### config.mk
export PLATFORM = sky130hd
export DESIGN_NAME = seq_gen_flat
export DESIGN_NICKNAME = d
export VERILOG_FILES = /design/src/rtl/seq_gen_if.sv /design/src/rtl/seq_gen.sv /design/src/flat_wrapper.sv
export SDC_FILE = /design/constraint.sdc
export NUM_CORES = 1
export LEC_CHECK = 0
export CORE_MARGIN = 3
export CORE_UTILIZATION = 42
export CTS_BUF_LIST = sky130_fd_sc_hd__clkbuf_16
export CTS_CLUSTER_DIAMETER = 150
export DETAILED_ROUTE_END_ITERATION = 10
export PLACE_DENSITY_LB_ADDON = 0.15
export SYNTH_ARGS = -nofsm -noshare
export SYNTH_HDL_FRONTEND = slang
export SYNTH_SLANG_ARGS = --single-unit
### constraint.sdc
create_clock -name clk -period 1.9 [get_ports clk]
set_clock_uncertainty 0.1 [all_clocks]
set_input_delay 0.285 -clock clk [delete_from_list [all_inputs] [get_ports clk]]
set_output_delay 0.285 -clock clk [all_outputs]
set_load 0.05 [all_outputs]
### src/rtl/seq_gen_if.sv
// Request and serial-output signal bundle for seq_gen.
// The master drives the request side. The slave (seq_gen) drives the serial output.
interface seq_gen_if #(
    parameter int PAT_W = 4,
    parameter int CNT_W = 4
) ();
    logic             start;
    logic             abort;
    logic [PAT_W-1:0] pattern;
    logic [CNT_W-1:0] reps;
    logic             dout;
    logic             dout_valid;
    logic             busy;
    logic             done;

    modport master (
        output start, abort, pattern, reps,
        input  dout, dout_valid, busy, done
    );

    modport slave (
        input  start, abort, pattern, reps,
        output dout, dout_valid, busy, done
    );
endinterface

### src/rtl/seq_gen.sv
// Serial pattern generator. It emits a captured PAT_W-bit pattern MSB first, reps times,
// with GAP idle cycles between repeats, then gives a one-cycle done pulse.
module seq_gen #(
    parameter int PAT_W = 4,
    parameter int CNT_W = 4,
    parameter int GAP   = 0
) (
    input  logic     clk,
    input  logic     rst,
    seq_gen_if.slave bus
);
    localparam int               IDX_W    = $clog2(PAT_W);
    localparam logic [IDX_W-1:0] IDX_LAST = IDX_W'(PAT_W - 1);
    localparam logic [3:0]       GAP_LAST = (GAP > 0) ? 4'(GAP - 1) : 4'd0;

    typedef enum logic [1:0] {
        ST_IDLE,
        ST_SEND,
        ST_GAP,
        ST_DONE
    } state_t;

    state_t           state_q;
    logic [IDX_W-1:0] idx_q;
    logic [CNT_W-1:0] rem_q;
    logic [3:0]       gap_q;
    logic [PAT_W-1:0] pat_q;
    logic             dout_q;
    logic             valid_q;
    logic             busy_q;
    logic             done_q;

    // NOTE: every register here is state, so all of them use <=. A blocking '=' would let
    // a later line in this block see the new value in the same edge.
    always_ff @(posedge clk or posedge rst) begin
        if (rst) begin
            state_q <= ST_IDLE;
            idx_q   <= '0;
            rem_q   <= '0;
            gap_q   <= '0;
            pat_q   <= '0;
            dout_q  <= 1'b0;
            valid_q <= 1'b0;
            busy_q  <= 1'b0;
            done_q  <= 1'b0;
        end else begin
            dout_q  <= 1'b0;
            valid_q <= 1'b0;
            done_q  <= 1'b0;
            busy_q  <= 1'b1;
            case (state_q)
                ST_IDLE: begin
                    busy_q <= 1'b0;
                    if (bus.start && !bus.abort && bus.reps != '0) begin
                        state_q <= ST_SEND;
                        pat_q   <= bus.pattern;
                        rem_q   <= bus.reps;
                        idx_q   <= IDX_LAST;
                        dout_q  <= bus.pattern[PAT_W-1];
                        valid_q <= 1'b1;
                        busy_q  <= 1'b1;
                    end
                end
                ST_SEND: begin
                    if (idx_q != '0) begin
                        idx_q   <= idx_q - 1'b1;
                        dout_q  <= pat_q[idx_q - 1'b1];
                        valid_q <= 1'b1;
                    end else if (rem_q != CNT_W'(1)) begin
                        rem_q <= rem_q - 1'b1;
                        if (GAP > 0) begin
                            state_q <= ST_GAP;
                            gap_q   <= GAP_LAST;
                        end else begin
                            idx_q   <= IDX_LAST;
                            dout_q  <= pat_q[PAT_W-1];
                            valid_q <= 1'b1;
                        end
                    end else begin
                        state_q <= ST_DONE;
                        done_q  <= 1'b1;
                    end
                end
                ST_GAP: begin
                    if (gap_q == '0) begin
                        state_q <= ST_SEND;
                        idx_q   <= IDX_LAST;
                        dout_q  <= pat_q[PAT_W-1];
                        valid_q <= 1'b1;
                    end else begin
                        gap_q <= gap_q - 1'b1;
                    end
                end
                ST_DONE: begin
                    state_q <= ST_IDLE;
                    busy_q  <= 1'b0;
                end
                default: begin
                    state_q <= ST_IDLE;
                    busy_q  <= 1'b0;
                end
            endcase

            // Abort overrides whatever the state logic above picked.
            if (bus.abort && state_q != ST_IDLE) begin
                state_q <= ST_IDLE;
                dout_q  <= 1'b0;
                valid_q <= 1'b0;
                busy_q  <= 1'b0;
                done_q  <= 1'b0;
            end
        end
    end

    assign bus.dout       = dout_q;
    assign bus.dout_valid = valid_q;
    assign bus.busy       = busy_q;
    // An abort raised during the DONE cycle must still suppress the pulse.
    assign bus.done       = done_q & ~bus.abort;
endmodule

### src/flat_wrapper.sv
// flat-port wrapper written by rule: the top's interface ports become plain ports
module seq_gen_flat 
#(
    parameter int PAT_W = 4,
    parameter int CNT_W = 4,
    parameter int GAP   = 0
)
  (clk, rst, bus_start, bus_abort, bus_pattern, bus_reps, bus_dout, bus_dout_valid, bus_busy, bus_done);
  seq_gen_if #(.PAT_W(PAT_W), .CNT_W(CNT_W)) bus_i ();
  input  logic clk;
  input  logic rst;
  input wire logic [$bits(bus_i.start)-1:0] bus_start;
  input wire logic [$bits(bus_i.abort)-1:0] bus_abort;
  input wire logic [$bits(bus_i.pattern)-1:0] bus_pattern;
  input wire logic [$bits(bus_i.reps)-1:0] bus_reps;
  output wire logic [$bits(bus_i.dout)-1:0] bus_dout;
  output wire logic [$bits(bus_i.dout_valid)-1:0] bus_dout_valid;
  output wire logic [$bits(bus_i.busy)-1:0] bus_busy;
  output wire logic [$bits(bus_i.done)-1:0] bus_done;
  assign bus_i.start = bus_start;
  assign bus_i.abort = bus_abort;
  assign bus_i.pattern = bus_pattern;
  assign bus_i.reps = bus_reps;
  assign bus_dout = bus_i.dout;
  assign bus_dout_valid = bus_i.dout_valid;
  assign bus_busy = bus_i.busy;
  assign bus_done = bus_i.done;
  seq_gen #(.PAT_W(PAT_W), .CNT_W(CNT_W), .GAP(GAP)) u_core (.clk(clk), .rst(rst), .bus(bus_i));
endmodule
Yosys cells after proc, flatten, opt, wreduce, memory -nomap -nowiden. Index checks and enable logic that the tools add are counted.

Bitwise gates (word level): 3. Reduce and logical (&&, ||, !) cells: 16. Eq/ne operators: 13. Order comparisons: 1. Add/sub/neg operators: 3. Mux-type cells: 35.

Operators with widths (number): 2-bit 2-to-1 mux (9); 1-bit 2-to-1 mux (16); 4-bit 2-to-1 mux (3); 4-bit AND reduction (3); 3-bit by 1-bit != test with 1-bit output (second input constant) (3); 2-bit one-hot mux with 4 select lines (1); 4-bit one-hot mux with 2 select lines (1); 4-bit by 1-bit subtractor with 4-bit output (second input constant) (2); 2-bit by 1-bit != test with 1-bit output (second input constant) (3); 3-bit != test (second input constant) (2); 1-bit one-hot mux with 3 select lines (2); 2-bit one-hot mux with 3 select lines (1); 2-bit nonzero test (3); 2-bit equality test (second input constant) (2); 4-bit zero test (1); 4-bit by 1-bit != test with 1-bit output (second input constant) (1); 2-bit AND reduction (2); 4-bit nonzero test (1); 1-bit logical AND (3); 2-bit by 3-bit < comparator with 1-bit output (second input constant) (1); 3-bit nonzero test (1); 1-bit binary-select mux with 2-bit select (1); 2-bit by 1-bit equality test with 1-bit output (second input constant) (1); 2-bit zero test (1); other kinds (6) (7).

Logic and storage cells: 80. Bits of input ports: 12. Register bits after elaboration: 20.

Logic depth before layout (Yosys ltp). Gate-level depths: netlist of run 1.

Depth in word-level cells: 6. Depth in mapped cells: 6. Gate-level depth less buffers: 6.

Worst setup path before layout of run 1. No wires, ideal clock.

Path type: register to register. Start point: reg u_core.gap_q[0]. End point: reg u_core.gap_q[3]. Arrival time: 1.472 ns. Path slack: 0.204 ns. Cell stages (with the launch flop): 7. Period minus slack after synthesis: 1.696 ns. Setup time: 0.124 ns. Cell sequence: dfrtp_1 -> inv_1 -> ha_1 -> nor3b_2 -> nand2b_4 -> or4_4 -> xnor2_2.

Longest elaborated chain between the ends: 3. Elaborated cells on any way between the ends: 4. Classes of those cells: add/sub (1); bitwise (1); reduce/logical (2).

Ends and longest elaborated chain: start, declared (line seq_gen.sv:26) `logic [3:0] gap_q;`; start signal, assigned (line seq_gen.sv:91) `gap_q <= gap_q - 1'b1;`; branches (longest 3 deep; another with 4-bit by 1-bit subtractor with 4-bit output).

Several ways; the timed one is not identified. A chain may end at the register's enable or synchronous reset.

Worst setup path after layout of run 1. Same ends and word-level chain as after synthesis.

==> Flow_metrics.wiki, run 1 <==
{| class="wikitable"
! Metric !! Value
|-
| Result of the run || complete, no violations
|-
| Logic pwr share || 0.324
|-
| Distinct cell type count after synthesis || 40
|-
| Number of optimization iterations in the first detailed-route pass || 4
|-
| Maximum net fanout on the critical path || 5
|-
| Worst setup path end || u_core.gap_q[3]
|-
| Internal power || 0.00104 W
|-
| Data arrival time of the critical path || 1.81 ns
|-
| Maximum number of pins on one net before global-route repair || 21
|-
| Critical path buffer and inverter count || 1
|-
| HPWL Detailed || 1640 µm
|-
| Setup violations, final || 0
|-
| Area of the multi-input gates || 623 µm²
|-
| Capturing element type of the critical path || register
|-
| Switching power share of the total || 0.323
|-
| Area growth from synthesis to layout || 24.9%
|-
| Cell Count, Final, Fillers Out || 160
|-
| Launching instance or port of the critical path || u_core.gap_q[0]
|-
| Power per unit of standard cell area || 1050 nW/µm²
|-
| Leading cell types in the layout, fill and taps excluded || dfrtp_1 (20), clkdlybuf4s50_1 (14), inv_1 (8), nand2_1 (8), nor2_1 (7)
|-
| Combined flip-flop and latch cell area || 500 µm²
|-
| Routability congestion estimate from global placement || 0.778
|-
| Largest delay contributor family on the critical path || simple AND/OR/NAND/NOR gates
|-
| Root cell of the clock tree || clkbuf_16
|-
| Clock buffers created by TritonCTS || 3
|-
| Wire length of the first global-routing pass || 3590 µm
|-
| Logic depth of the worst setup path including buffers || 6
|-
| Clock share of power || 0.278
|-
| Ordered list of cells on the worst path || inv_1, ha_1, nor3b_2, nand2b_4, or4_4, xnor2_2
|-
| Total power after layout || 0.00153 W
|-
| Transition at the pin with the smallest max-transition slack || 0.496 ns
|-
| Crit share post-route || 0.936
|-
| F_max || 0.562 GHz
|-
| Height of the chip || 58.8 µm
|-
| Shortest period the worst path allows || 1.78 ns
|-
| Critical register-to-register path startpoint || u_core.gap_q[0]
|-
| Setup repair after global routing missed its margin || false
|-
| Required time of the critical path || 1.93 ns
|-
| Chip width || 58.8 µm
|-
| Clock latency on the worst-skew pair || 0.25 ns
|-
| Initial antenna violation count || 0
|-
| Overflow left after global routing || 0
|-
| Initial cell density of the core || 0.455
|-
| Worst Hold Margin || 0.252 ns
|-
| Post-synthesis sequential element count || 20
|-
| Overall routed net length || 2120 µm
|-
| Switching Power || 0.000494 W
|-
| Ratio of routed vias to standard cells || 5.29
|-
| MaxCap Viol Count || 0
|-
| Diodes inserted || 0
|-
| Maximum VDD drop || 627 µV
|-
| Number of buffers inserted by post-CTS setup repair || 0
|-
| Commonest non-fill, non-tap cell in the layout || dfrtp_1
|-
| Number of nets with antenna violations after detailed routing || 0
|-
| Post-synthesis cell area || 1170 µm²
|-
| Largest stage delay on the critical path || 0.43 ns
|-
| CTS clk-pin slew, worst paths || 0.06 ns
|-
| Rel. slew slack || 0.667
|-
| Number of global-route vias before repair || 799
|-
| DR vias || 846
|-
| Full die area || 3450 µm²
|-
| Placed Cells incl. Taps || 156
|-
| Hold-fix buffers at CTS || 0
|-
| Kind of start point of the critical path || register
|-
| Final layout net count || 147
|-
| TritonCTS clock tree || yes
|-
| EDFF count, synth || 0
|-
| Drt first-iter violations || 13
|-
| Number of warnings issued by yosys || 0
|-
| Number of gates given a new drive strength after cts || 0
|-
| Reg-to-reg slack, setup || 0.12 ns
|-
| Avg Inst Size Synth || 10.7 µm²
|-
| Net count of the mapped netlist || 125
|-
| Detail-routed net length per standard cell || 13.3 µm
|-
| Setup TNS || 0 ns
|-
| Buffers from clock root to sink, at most || 2
|-
| Portion of total power attributed to sequential cells || 0.398
|-
| Worst hold path class || input port to asynchronous set/reset pin
|-
| Depth of the most critical reg-to-reg path || 6
|-
| Dominant synthesized flop cell || dfrtp_1
|-
| Startpoint-to-endpoint class of the critical path || register to register
|-
| Global-route usage over all layers || 0.138
|-
| R2R Path End || u_core.gap_q[3]
|-
| Std-Cell Core Area || 2570 µm²
|-
| Quantity of I/O buffers inserted on ports || 15
|-
| Pins Over Slew Limit || 0
|-
| Number of clock sinks seen by CTS || 20
|-
| I/O pins || 16
|-
| Site Rows || 18
|-
| FFs w/ async S/R, synth || 1.00
|-
| CTS H-tree depth || 1
|-
| Count of unresolved DRC violations after routing || 0
|-
| Number of filler instances in the final layout || 236
|-
| Number of instances in the synthesized netlist || 109
|-
| Hold violation count in the final report || 0
|-
| Share of the yosys chip area belonging to registers || 0.428
|-
| Library cell contributing the largest single delay on the critical path || or4_4
|-
| Leakage power summed over all cells || 0.642 nW
|-
| Share of post-route cells with drive strength above 1 || 0.208
|}
-- synthesized netlist by cell type, drive strengths merged (4+ instances only) --
cell type | instances | area [µm²]
nor4 | 4 | 67.6
nor3 | 6 | 30.0
ha | 4 | 50.1
a21oi | 6 | 30.0
dfrtp | 20 | 500
o21ai | 4 | 20.0
nand2 | 8 | 30.0
nand2b | 5 | 48.8
mux2 | 4 | 45.0
inv | 8 | 30.0
nor2 | 7 | 26.3
-- final cells by class --
class                   instances  area share
inverters                       8      0.0206
well taps                      30      0.0257
multi-input cells              79       0.427
repair buffers                 19       0.130
flip-flops and latches         20       0.343
clock buffers                   3      0.0514
clock inverters                 1     0.00257
-- worst reg2reg max path, stage by stage, from the launching register on --
cell and delay, ns:
dfrtp_1 0.37, inv_1 0.06, ha_1 0.20, nor3b_2 0.19, nand2b_4 0.17, or4_4 0.43, xnor2_2 0.14
-- layer usage --
metal,vias up,share of wire,global-route usage
met4,0,0.0071,0.0485
met5,-,0,0
met2,14,0.46,0.216
li1,431,-,-
met3,2,0.053,0.0351
met1,399,0.48,0.185
-- metrics by stage --
stage	worst slack [ns]	cell area, µm²	utilization
2_1_floorplan	0.204	1170	-
3_3_place_gp	-0.0360	1380	0.538
3_5_place_dp	-0.0805	1380	0.538
4_1_cts	0.113	1460	0.569
5_1_grt	0.0393	1460	0.569
6_report	0.122	1460	0.569
-- how the worst min path moves through the flow --
stage / to / slack, ns
floorplan: u_core.bus.busy / 0.15
CTS: u_core.rem_q[1] / 0.26
finish: u_core.rem_q[2] / 0.25
global placement: u_core.gap_q[1] / 0.39
detailed placement: u_core.gap_q[0] / 0.39
global route: u_core.rem_q[1] / 0.29
-- cell families after synthesis --
family          synth area share
compound gates             0.118
xor+xnor                  0.0214
fa+ha+maj                 0.0428
buf+inv                   0.0385
flops                      0.428
mux                       0.0557
simple gates               0.296
-- flip-flops by register name, summed over array words and instances (netlist names) --
| name | flops |
|---|---|
| u_core.state_q | 2 |
| u_core.done_q | 1 |
| u_core.rem_q | 4 |
| u_core.gap_q | 4 |
| u_core.idx_q | 2 |
| u_core.bus.dout_valid | 1 |
| u_core.bus.dout | 1 |
| u_core.bus.busy | 1 |
| u_core.pat_q | 4 |
-- power groups by stage --
stage / Combinational, W / Clock, W / Sequential [W]
after CTS: 0.000503 / 0.000438 / 0.000609
after detailed placement: 0.000501 / 0 / 0.000614
after global placement: 0.000489 / 0 / 0.000611
after floorplan: 0.000346 / 0 / 0.000627
after global routing: 0.000556 / 0.000458 / 0.000622
final: 0.000497 / 0.000426 / 0.000610
(Power assumes the default switching activity.)
==> inputs of run 2 (changes only) <==
--- a/config.mk
+++ b/config.mk
@@ -8,3 +8,3 @@
 export CORE_MARGIN = 3
-export CORE_UTILIZATION = 42
+export CORE_UTILIZATION = 23
 export CTS_BUF_LIST = sky130_fd_sc_hd__clkbuf_16
@@ -13,2 +13,3 @@
 export PLACE_DENSITY_LB_ADDON = 0.15
+export RECOVER_POWER = 50
 export SYNTH_ARGS = -nofsm -noshare
--- a/constraint.sdc
+++ b/constraint.sdc
@@ -4,2 +4,2 @@
 set_output_delay 0.285 -clock clk [all_outputs]
-set_load 0.05 [all_outputs]
+set_load 0.1 [all_outputs]
==> Flow_metrics.wiki, run 2 (same netlist as run 1, synthesis figures left out) <==
{| class="wikitable"
! Metric !! Value
|-
| Kind of start point of the critical path || register
|-
| Routability congestion estimate from global placement || 0.778 (about the same)
|-
| Portion of total power attributed to sequential cells || 0.356 (-0.042)
|-
| Site Rows || 25 (+7)
|-
| Quantity of I/O buffers inserted on ports || 15 (unchanged)
|-
| Root cell of the clock tree || clkbuf_16
|-
| Setup repair after global routing missed its margin || false
|-
| Number of optimization iterations in the first detailed-route pass || 4 (unchanged)
|-
| Capturing element type of the critical path || register
|-
| Depth of the most critical reg-to-reg path || 6 (unchanged)
|-
| Maximum number of pins on one net before global-route repair || 21 (unchanged)
|-
| Pins Over Slew Limit || 0 (unchanged)
|-
| Number of global-route vias before repair || 921 (+15%)
|-
| Area of the multi-input gates || 623 µm² (unchanged)
|-
| Number of gates given a new drive strength after cts || 0 (unchanged)
|-
| Minimum setup slack after placement || -0.0977 ns (-0.0173 ns)
|-
| Commonest non-fill, non-tap cell in the layout || dfrtp_1
|-
| CTS clk-pin slew, worst paths || 0.06 ns (about the same)
|-
| Maximum net fanout on the critical path || 5 (unchanged)
|-
| Diodes inserted || 0 (unchanged)
|-
| Area growth from synthesis to layout || 32.3%
|-
| Result of the run || complete, no violations
|-
| Global-route usage over all layers || 0.0933 (-0.0449)
|-
| Leakage power summed over all cells || 0.674 nW (+5.0%)
|-
| Hold violation count in the final report || 0 (unchanged)
|-
| Overflow left after global routing || 0 (unchanged)
|-
| Crit share post-route || 0.937 (+0.00145)
|-
| F_max || 0.561 GHz (-0.15%)
|-
| Leading cell types in the layout, fill and taps excluded || dfrtp_1 (20), clkdlybuf4s50_1 (11), inv_1 (8), nand2_1 (8), buf_4 (8)
|-
| Clock share of power || 0.336 (+0.058)
|-
| Overall routed net length || 2550 µm (+20%)
|-
| Full die area || 5970 µm² (+73%)
|-
| Combined flip-flop and latch cell area || 500 µm² (unchanged)
|-
| Std-Cell Core Area || 4820 µm² (+88%)
|-
| Initial antenna violation count || 0 (unchanged)
|-
| Wire length of the first global-routing pass || 4440 µm (+24%)
|-
| Worst Hold Margin || 0.415 ns (+0.162 ns)
|-
| Final layout net count || 151 (+2.7%)
|-
| Final cell utilization of the core || 0.321 (-0.248)
|-
| Required time of the critical path || 1.94 ns (about the same)
|-
| Number of clock sinks seen by CTS || 20 (unchanged)
|-
| Maximum VDD drop || 589 µV (-6.0%)
|-
| Share of post-route cells with drive strength above 1 || 0.254 (+0.0460)
|-
| Switching power share of the total || 0.322 (-0.000468)
|-
| TritonCTS clock tree || yes
|-
| Setup ws final || 0.119 ns (-0.00275 ns)
|-
| Drt first-iter violations || 10 (-3)
|-
| Number of instances on the worst hold path || 1
|-
| Setup violations, final || 0 (unchanged)
|-
| Height of the chip || 77.3 µm (+32%)
|-
| R2R Path End || u_core.gap_q[3]
|-
| Largest stage delay on the critical path || 0.43 ns (about the same)
|-
| CTS H-tree depth || 1 (unchanged)
|-
| Initial cell density of the core || 0.243 (-0.213)
|-
| Logic pwr share || 0.307 (-0.017)
|-
| Worst hold path class || register to register
|-
| Switching Power || 0.000556 W (+12%)
|-
| I/O pins || 16 (unchanged)
|-
| Startpoint-to-endpoint class of the critical path || register to register
|-
| Launching instance or port of the critical path || u_core.gap_q[0]
|-
| MaxCap Viol Count || 0 (unchanged)
|-
| Biggest regs || u_core.gap_q: 4 flops, u_core.pat_q: 4 flops, u_core.rem_q: 4 flops
|-
| Detail-routed net length per standard cell || 12.7 µm (-4.3%)
|-
| Reg-to-reg slack, setup || 0.12 ns (about the same)
|-
| Rel. slew slack || 0.254 (-0.413)
|-
| HPWL Detailed || 1930 µm (+17%)
|-
| Chip width || 77.3 µm (+32%)
|-
| Critical register-to-register path startpoint || u_core.gap_q[0]
|-
| Number of nets with antenna violations after detailed routing || 0 (unchanged)
|-
| Data arrival time of the critical path || 1.82 ns (about the same)
|-
| Ratio of routed vias to standard cells || 4.37 (-17%)
|-
| Transition at the pin with the smallest max-transition slack || 1.12 ns (+0.623 ns)
|-
| Worst setup path end || u_core.gap_q[3]
|-
| Clock buffers created by TritonCTS || 3 (unchanged)
|-
| Shortest period the worst path allows || 1.78 ns (+0.00275 ns)
|-
| Internal power || 0.00117 W (+13%)
|-
| Count of unresolved DRC violations after routing || 0 (unchanged)
|-
| Power per unit of standard cell area || 1120 nW/µm² (+6.3%)
|-
| Clock latency on the worst-skew pair || 0.25 ns (about the same)
|-
| Number of filler instances in the final layout || 525 (+120%)
|-
| DR vias || 878 (+3.8%)
|-
| Library cell contributing the largest single delay on the critical path || or4_4
|-
| Buffers from clock root to sink, at most || 2 (unchanged)
|-
| Ordered list of cells on the worst path || inv_1, ha_1, nor3b_2, nand2b_4, or4_4, xnor2_2
|}
[run 2: changes by cell type in the layout (fill, tap and decap cells not counted), sizes merged]
cell / delta
clkdlybuf4s50: -3
clkinv: -1
clkbuf: +3
buf: +4
bufinv: +1
[run 2: through the flow]
step / setup TNS [ns] / std cells / area [µm²] / power (W)
after global placement: -0.223 / 195 / 1440 / 0.00116
after CTS: 0 / 199 / 1540 / 0.00176
final: 0 / 201 / 1550 / 0.00173
after floorplan: 0 / 109 / 1170 / 0.00101
after detailed placement: -0.508 / 195 / 1440 / 0.00117
after global routing: 0 / 201 / 1550 / 0.00184
[run 2: routing by layer]
metal | wire [µm] | up-vias | track usage | share of wire
met5 | 0 | - | 0 | 0
met4 | 22 | 0 | 0.0214 | 0.0086
met3 | 91 | 2 | 0.0293 | 0.036
met2 | 1120 | 14 | 0.141 | 0.44
met1 | 1320 | 421 | 0.130 | 0.52
li1 | - | 441 | - | -
[run 2: layout make-up]
type | count | share of cell area
inverter | 8 | 0.0194
clock inverter | 1 | 0.0194
clock buffer | 3 | 0.0485
tap | 67 | 0.0542
timing repair buffer | 23 | 0.132
sequential | 20 | 0.324
multi-input combinational | 79 | 0.403
[run 2: worst min path at each step]
stage	endpoint	startpoint	slack, ns
floorplan	u_core.bus.busy	rst	0.15
global placement	u_core.gap_q[1]	u_core.gap_q[1]	0.39
detailed placement	u_core.gap_q[0]	u_core.gap_q[0]	0.40
CTS	u_core.idx_q[0]	rst	0.27
global route	u_core.pat_q[1]	u_core.pat_q[1]	0.44
finish	u_core.pat_q[1]	u_core.pat_q[1]	0.41
[run 2: worst max-delay path: cells and delay by family, from the launching register on]
kind          cells  cell delay (ns)
simple gates      3             0.79
flops             1             0.37
fa+ha+maj         1             0.20
xor+xnor          1             0.14
buf+inv           1             0.05
[run 2: repair_timing]
| action | in CTS | in global routing |
|---|---|---|
| buffers inserted | 0 | 2 |
| endpoints found under the setup margin | 0 | 1 |
| hold buffers | 0 | 0 |
[run 2: power groups by stage]
| stage | clock network [W] | registers (W) | logic (W) |
|---|---|---|---|
| floorplan | 0 | 0.000665 | 0.000346 |
| global placement | 0 | 0.000621 | 0.000539 |
| detailed placement | 0 | 0.000625 | 0.000543 |
| CTS | 0.000594 | 0.000616 | 0.000545 |
| global route | 0.000617 | 0.000633 | 0.000592 |
| finish | 0.000580 | 0.000615 | 0.000530 |
